<file path="src/rtl/lc3_control_fsm.sv">
// SLC-3 instruction sequencer: Moore fetch/decode/execute FSM with a parameterised memory wait.
// Control outputs are registered from the decode of the next state, so they line up with the state register.
`timescale 1ns/1ps
module lc3_control_fsm #(
  parameter int unsigned MEM_WAIT = 2
) (
  input  logic       Clk,
  input  logic       Reset,
  input  logic       Run,
  input  logic       Continue,
  input  logic [3:0] Opcode,
  input  logic       IR_5,
  input  logic       BEN,
  output logic       LD_MAR,
  output logic       LD_MDR,
  output logic       LD_IR,
  output logic       LD_BEN,
  output logic       LD_CC,
  output logic       LD_REG,
  output logic       LD_PC,
  output logic       LD_LED,
  output logic       GatePC,
  output logic       GateMDR,
  output logic       GateALU,
  output logic       GateMARMUX,
  output logic [1:0] PCMUX,
  output logic       ADDR1MUX,
  output logic [1:0] ADDR2MUX,
  output logic       SR1MUX,
  output logic       SR2MUX,
  output logic       DRMUX,
  output logic       MIO_EN,
  output logic [1:0] ALUK,
  output logic       Mem_OE,
  output logic       Mem_WE
);

  localparam int unsigned CW = 4;

  typedef enum logic [4:0] {
    HALTED, S18, S33, S35, S32, S1, S5, S9, S0, S22, S12,
    S4, S21, S6, S7, S25, S27, S23, S16, P1, P2
  } state_t;

  typedef struct packed {
    logic       ld_mar;
    logic       ld_mdr;
    logic       ld_ir;
    logic       ld_ben;
    logic       ld_cc;
    logic       ld_reg;
    logic       ld_pc;
    logic       ld_led;
    logic       gate_pc;
    logic       gate_mdr;
    logic       gate_alu;
    logic       gate_marmux;
    logic [1:0] pcmux;
    logic       addr1mux;
    logic [1:0] addr2mux;
    logic       sr1mux;
    logic       sr2mux;
    logic       drmux;
    logic       mio_en;
    logic [1:0] aluk;
    logic       mem_oe;
    logic       mem_we;
  } ctl_t;

  state_t          state, nxt;
  logic [CW-1:0]   cnt, cnt_nxt;
  ctl_t            ctl_q, ctl_d;
  logic            wait_done;

  assign wait_done = (cnt == CW'(MEM_WAIT - 1));

  always_ff @(posedge Clk) begin
    if (Reset) begin
      state <= HALTED;
      cnt   <= '0;
      ctl_q <= '0;
    end else begin
      state <= nxt;
      cnt   <= cnt_nxt;
      ctl_q <= ctl_d;
    end
  end

  always_comb begin
    nxt     = state;
    cnt_nxt = '0;
    ctl_d   = '0;

    case (state)
      HALTED:  if (Run) nxt = S18;
      S18:     nxt = S33;
      S33:     if (wait_done) nxt = S35;
      S35:     nxt = S32;
      S32: begin
        case (Opcode)
          4'b0001: nxt = S1;
          4'b0101: nxt = S5;
          4'b1001: nxt = S9;
          4'b0000: nxt = S0;
          4'b1100: nxt = S12;
          4'b0100: nxt = S4;
          4'b0110: nxt = S6;
          4'b0111: nxt = S7;
          4'b1101: nxt = P1;
          default: nxt = S18;
        endcase
      end
      S1, S5, S9, S22, S12, S21, S27: nxt = S18;
      S0:      nxt = BEN ? S22 : S18;
      S4:      nxt = S21;
      S6:      nxt = S25;
      S7:      nxt = S23;
      S25:     if (wait_done) nxt = S27;
      S23:     nxt = S16;
      S16:     if (wait_done) nxt = S18;
      P1:      if (Continue) nxt = P2;
      P2:      if (!Continue) nxt = S18;
      default: nxt = HALTED;
    endcase

    // Counter runs only while a wait state is held; any entry restarts it at zero.
    if (nxt == state && (state == S33 || state == S25 || state == S16))
      cnt_nxt = cnt + CW'(1);

    case (nxt)
      S18: begin
        ctl_d.gate_pc = 1'b1;
        ctl_d.ld_mar  = 1'b1;
        ctl_d.ld_pc   = 1'b1;
      end
      S33, S25: begin
        ctl_d.mem_oe = 1'b1;
        ctl_d.mio_en = 1'b1;
        ctl_d.ld_mdr = 1'b1;
      end
      S35: begin
        ctl_d.gate_mdr = 1'b1;
        ctl_d.ld_ir    = 1'b1;
      end
      S32: ctl_d.ld_ben = 1'b1;
      S1, S5, S9: begin
        ctl_d.sr1mux   = 1'b1;
        ctl_d.sr2mux   = (nxt == S9) ? 1'b0 : IR_5;
        ctl_d.aluk     = (nxt == S1) ? 2'b00 : (nxt == S5) ? 2'b01 : 2'b10;
        ctl_d.gate_alu = 1'b1;
        ctl_d.ld_reg   = 1'b1;
        ctl_d.ld_cc    = 1'b1;
      end
      S22, S21: begin
        ctl_d.addr2mux = (nxt == S22) ? 2'b10 : 2'b11;
        ctl_d.pcmux    = 2'b10;
        ctl_d.ld_pc    = 1'b1;
      end
      S12: begin
        ctl_d.sr1mux   = 1'b1;
        ctl_d.addr1mux = 1'b1;
        ctl_d.pcmux    = 2'b10;
        ctl_d.ld_pc    = 1'b1;
      end
      S4: begin
        ctl_d.gate_pc = 1'b1;
        ctl_d.drmux   = 1'b1;
        ctl_d.ld_reg  = 1'b1;
      end
      S6, S7: begin
        ctl_d.sr1mux      = 1'b1;
        ctl_d.addr1mux    = 1'b1;
        ctl_d.addr2mux    = 2'b01;
        ctl_d.gate_marmux = 1'b1;
        ctl_d.ld_mar      = 1'b1;
      end
      S27: begin
        ctl_d.gate_mdr = 1'b1;
        ctl_d.ld_reg   = 1'b1;
        ctl_d.ld_cc    = 1'b1;
      end
      S23: begin
        ctl_d.aluk     = 2'b11;
        ctl_d.gate_alu = 1'b1;
        ctl_d.ld_mdr   = 1'b1;
      end
      S16:     ctl_d.mem_we = 1'b1;
      P1:      ctl_d.ld_led = 1'b1;
      default: ctl_d = '0;
    endcase
  end

  assign LD_MAR     = ctl_q.ld_mar;
  assign LD_MDR     = ctl_q.ld_mdr;
  assign LD_IR      = ctl_q.ld_ir;
  assign LD_BEN     = ctl_q.ld_ben;
  assign LD_CC      = ctl_q.ld_cc;
  assign LD_REG     = ctl_q.ld_reg;
  assign LD_PC      = ctl_q.ld_pc;
  assign LD_LED     = ctl_q.ld_led;
  assign GatePC     = ctl_q.gate_pc;
  assign GateMDR    = ctl_q.gate_mdr;
  assign GateALU    = ctl_q.gate_alu;
  assign GateMARMUX = ctl_q.gate_marmux;
  assign PCMUX      = ctl_q.pcmux;
  assign ADDR1MUX   = ctl_q.addr1mux;
  assign ADDR2MUX   = ctl_q.addr2mux;
  assign SR1MUX     = ctl_q.sr1mux;
  assign SR2MUX     = ctl_q.sr2mux;
  assign DRMUX      = ctl_q.drmux;
  assign MIO_EN     = ctl_q.mio_en;
  assign ALUK       = ctl_q.aluk;
  assign Mem_OE     = ctl_q.mem_oe;
  assign Mem_WE     = ctl_q.mem_we;

endmodule
</file>
<file path="config.mk">
export PLATFORM = sky130hd
export DESIGN_NAME = lc3_control_fsm
export DESIGN_NICKNAME = d
export VERILOG_FILES = /design/src/rtl/lc3_control_fsm.sv
export SDC_FILE = /design/constraint.sdc
export NUM_CORES = 1
export LEC_CHECK = 0
export BUFFER_PORTS_ARGS = -buffer_cell sky130_fd_sc_hd__buf_4
export CORE_MARGIN = 2
export CORE_UTILIZATION = 50
export CTS_CLUSTER_DIAMETER = 200
export DETAILED_ROUTE_END_ITERATION = 10
export GPL_TIMING_DRIVEN = 0
export PLACE_DENSITY = 0.73
export SYNTH_ARGS = -nofsm -noshare
export SYNTH_HDL_FRONTEND = slang
export SYNTH_SLANG_ARGS = --single-unit
</file>
<file path="constraint.sdc">
create_clock -name Clk -period 5.5 [get_ports Clk]
set_input_delay 0.55 -clock Clk [delete_from_list [all_inputs] [get_ports Clk]]
set_output_delay 0.55 -clock Clk [all_outputs]
set_load 0.03 [all_outputs]
</file>
* Word level (Yosys, flattened, before mapping) *
Memories as Yosys holds them, arrays and structs flattened.
Cells that the tools add are included.

operators by class
  add/sub/neg operators = 1
  eq/ne operators = 40
  multiplexer cells = 31
  bitwise operators = 2
  reduce and logical (&&, ||, !) cells = 22

operators with widths
  kind                   count
  $eq A5 B4 Y1 const B   15
  $pmux W5 S15           1
  $eq A5 B5 Y1 const B   9
  $eq A5 B3 Y1 const B   8
  $mux W5                6
  $eq A5 B2 Y1 const B   4
  $mux W1                18
  $reduce_or A3 Y1       6
  $reduce_or A2 Y1       6
  $reduce_or A4 Y1       3
  $eq A5 B1 Y1 const B   2
  $pmux W2 S2            2
  $reduce_or A7 Y1       1
  $mux W2                3
  $reduce_or A6 Y1       1
  $eq A5 B5 Y1           1
  $logic_not A5 Y1       1
  $reduce_or A5 Y1       1
  $add A4 B1 Y4 const B  1
  $eq A4 B1 Y1 const B   1
  $mux W4                1
  $logic_or A1 B1 Y1     2
  $not A1 Y1             2
  $logic_and A1 B1 Y1    1

storage, ports and cells
  flip-flop bits (word level) = 33
  memory bits (read-only) = 80
  memories kept = 1

memory list
  memory           words  width  read ports  clocked after Yosys merged registers in  write ports  RTL line  text
  (no name shown)  16     5      1           0                                        0            100       case (Opcode)

* Logic depth before layout (Yosys ltp) *
  depth after elaboration = 7
  depth in mapped cells = 10

* Least setup slack after synthesis *
No wires, ideal clock.

  path type = in2reg
  start = input Opcode[1]
  end = register ctl_q (netlist bit LD_MDR)
  setup time = 0.088 ns
  data arrival time = 2.256 ns
  slack = 3.156 ns
  stages = 8
  buffers on the path = 2
  cell sequence = buf_2 > mux2_2 > nand4_1 > nand3_2 > or3_1 > buf_6 > mux2_4 > o32ai_2

between the ends
  word-level cells in the longest chain between the ends = 5
  elaborated cells on any way between the ends = 7

RTL lines
  item                                        RTL line  text
  start, declared                             11        input logic [3:0] Opcode,
  $mem_v2 Z16 W5 *                            --
  $pmux W5 S15 *                              94        case (state)
  $eq A5 B2 Y1, or another cell as far along  130       case (nxt)
  $reduce_or A3 Y1 (no line) *                --
  $mux W1 *                                   130
  end signal, assigned                        85        ctl_q <= ctl_d;
  end, declared                               72        ctl_t ctl_q, ctl_d;

Mark *: on every way between the ends. The rest lies on a longest branch, timed or not.
A chain may end at the register's enable or synchronous reset.

* Worst setup path after layout *
  start = register state[2]
  end = register ctl_q (netlist bit SR2MUX)

between the ends
  word-level cells in the longest chain between the ends = 7
  elaborated cells on any way between the ends = 35

RTL lines
  item                                        RTL line  text
  start, declared                             70        state_t state, nxt;
  start signal, assigned                      83        state <= nxt;
  $eq A5 B3 Y1, or another cell as far along  94
  $reduce_or A7 Y1                            94
  $pmux W5 S15 *                              94
  $eq A5 B3 Y1, on equally long branches      130, 148
  $reduce_or A3 Y1                            --
  $not A1 Y1 (no line)                        --
  $reduce_or A3 Y1 (no line) *                --

Marks and branches as above.

==> results.md <==
* Outcome: finished clean
* Die area at about 4100 um2
* H-Tree Depth at 2
* First-pass GRT wire length at 7090 um
* IO buf count at 32
* Worst hold start: Reset
* Max-cap violations at 0
* Vias per cell at approximately 5.6
* Postcts setup bufs at 0
* Synthesized cell area at 1820 um2
* HP Class: in -> reg
* DR pass1 iterations at 4
* Post-synthesis instance total at just over 200
* Register Area at around 640 um2
* Setup tns final at 0 ps
* PnR worst setup slack at 2950 ps
* Yosys cell types at 62
* Critical path class: reg -> reg
* DR iter-0 viols at 66
* # nets final at between 200 and 300
* Crit path from: state[2]$_SDFF_PP0_
* Layout overhead on the synthesized area at 18.9%
* Total GRT Usage at a little over a fifth
* Die extent in x at 64.3 um
* Root Driver: clkbuf_4
* Maximum clock frequency at about 0.39 GHz
* Worst EP required at 5730 ps
* Pre-CTS setup slack at 3000 ps
* Sink Count at 32
* Reg power frac at between 30 and 40%
* Maximum vdd drop at ~190 uV
* Leakage at 0.860 nW
* Post-synth EDFFs at 0
* Post-CTS sizing at 0
* Max Buffers Root-to-Sink at 2
* Pwr Density at 299 nW/um2
* Switching share of power at a little under two fifths
* CTS Buf Count at 5
* Synth warnings at 0
* Wire length per cell at 14.2 um
* Share of cells above drive strength 1 at 29.3%
* Internal at 0.399 mW
* Design area at approximately 2200 um2
* Setup crit end: SR2MUX$_SDFF_PP0_
* # rows at 21
* DPL Wire Length at 3080 um
* Clock network power share at between 10% and 20%
* Slew Limit Headroom at roughly three fifths
* Skew final at 8.25 ps
* Number of global-route vias before repair at 1560
* Dpl cell area at 2120 um2
* CP Max Fanout at 10
* Fillers at 321
* CP Capture Type: register
* RSZ-0062 raised after global routing: no
* Worst-Margin Slew at roughly 600 ps
* CTS tree: done
* Starting Density at 53.3%
* Core area at 3420 um2
* Detailed-route via count at 1626
* Worst-path clk slew at 90 ps
* Sequential fraction of the synthesis area at 35.2%
* Post-route ant nets at 0
* Remaining DRCs at 0
* Total wire length at 4100 um
* GRT overflow at 0
* Largest net degree at the start of global routing at 11
* Area occupied by multi-input gates at slightly above 1000 um2
* Worst-skew pair later-pin latency at 330 ps
* Die Height at 64.3 um
* Setup violations, final at 0
* Minimum clock period at 2550 ps
* CP Data Arrival Time at 2780 ps
* Async SR Flop Fraction at 0%
* Sw Pwr at 0.248 mW
* Initial antenna violation count at 0
* Final Cycle Share at 46.4%
* Synthesized flop and latch total at 32
* RD Place Congestion at 0.873
* Gate power share at 42.3%
* Mapped Avg Cell Area at 8.96 um2
* Syn nets at 215
* Final Hold Vio Count at 0
* Ports at 35
* Fin. max-slew vios at 0
* Worst r2r path cells at 8
* Hold buffers post-CTS at 0
* N_diodes at 0
* R2r startpoint: state[2]$_SDFF_PP0_
* Worst reg2reg endpoint: SR2MUX$_SDFF_PP0_
* Flop2flop setup slack at 2950 ps
* Ys flop type: dfxtp_1
* Critical Path Source Type: register
==> cell type report <==
class                   count  area share, %
plain buffers              18           6.13
clock buffers               6           1.91
clock inverters             1          0.231
inverters                   4          0.694
multi-input cells         149           47.7
flip-flops and latches     32           29.6
well taps                  46           2.66
repair buffers             32           11.1
==> layout by cell type, fill, tap and decap left out, types with 6 or more instances in the layout <==
cell / count
nand3_1: 7
dfxtp_1: 32
nor3_1: 8
nand2b_1: 6
a21oi_1: 13
buf_4: 35
nor2_1: 11
nand2_1: 14
buf_6: 6
buf_2: 7
nand4_1: 6
==> cells by family after synthesis <==
kind of cell	Yosys count	synth area share, %
compound gates	50	21.5
xor+xnor	6	2.89
fa+ha+maj	2	1.38
buf+inv	22	8.11
flops	32	35.2
mux	3	1.99
other cells	1	0.206
simple gates	87	28.7
==> worst min path at each step <==
stage	endpoint	slack, ps	depth (start not counted)
finish	state[1]$_SDFF_PP0_	440	2
global route	state[2]$_SDFF_PP0_	450	2
CTS	state[0]$_SDFF_PP0_	440	2
detailed placement	cnt[0]$_SDFF_PP0_	500	1
global placement	cnt[0]$_SDFF_PP0_	500	1
floorplan	cnt[0]$_SDFF_PP0_	460	1
==> through the flow <==
step	utilization, %	hold slack, ps	instances	total power, mW
floorplan	-	464	203	0.465
global placement	62.0	498	281	0.529
detailed placement	62.0	504	281	0.531
CTS	63.3	441	288	0.646
global route	63.3	449	288	0.687
finish	63.3	440	288	0.647
==> worst max-delay path, stage by stage (launching register included) <==
cell and delay [ps]:
dfxtp_1 330, buf_6 140, nor4b_1 490, and2_1 230, a311oi_1 130, nand2_1 200, buf_1 430, nand3_1 230
o2111a_1 280
==> sequential cells by signal, indices dropped and copies added (netlist names) <==
name        count
state           5
cnt             4
ADDR2MUX        2
ALUK            2
ADDR1MUX        1
DRMUX           1
GateALU         1
GateMARMUX      1
GateMDR         1
GatePC          1
LD_BEN          1
LD_CC           1
LD_IR           1
LD_LED          1
LD_MAR          1
LD_MDR          1
LD_PC           1
LD_REG          1
Mem_OE          1
Mem_WE          1
PCMUX           1
SR1MUX          1
SR2MUX          1
==> synthesized netlist by cell type, drive strengths merged, types with 4 or more instances <==
cell type   n  area (um2)
inv         4        15.0
nand2      14        52.6
dfxtp      32         641
a31oi       5        31.3
o21ai       5        25.0
nor4        5        31.3
buf        17         129
nor3b       4        30.0
nor2       11        41.3
xnor2       5        43.8
a21oi      15        82.6
o211ai      6        63.8
nand3       9        62.6
nand2b      6        37.5
nand4       6        37.5
nor3        9        50.1
==> per-layer routing <==
layer	vias to the layer above	GRT usage, %	wire length [um]
met5	-	0	0
met4	0	4.79	33
met3	6	5.28	262
met2	42	34.8	1860
met1	749	29.0	1950
li1	829	-	-
==> power by group through the flow <==
stage / Combinational, mW / Clock, mW / Sequential (mW)
after floorplan: 0.179 / 0 / 0.286
after CTS: 0.271 / 0.119 / 0.257
after global placement: 0.268 / 0 / 0.262
after global routing: 0.299 / 0.129 / 0.259
after detailed placement: 0.269 / 0 / 0.262
final: 0.274 / 0.117 / 0.256
Note: power is estimated with default switching activity, not from simulation.
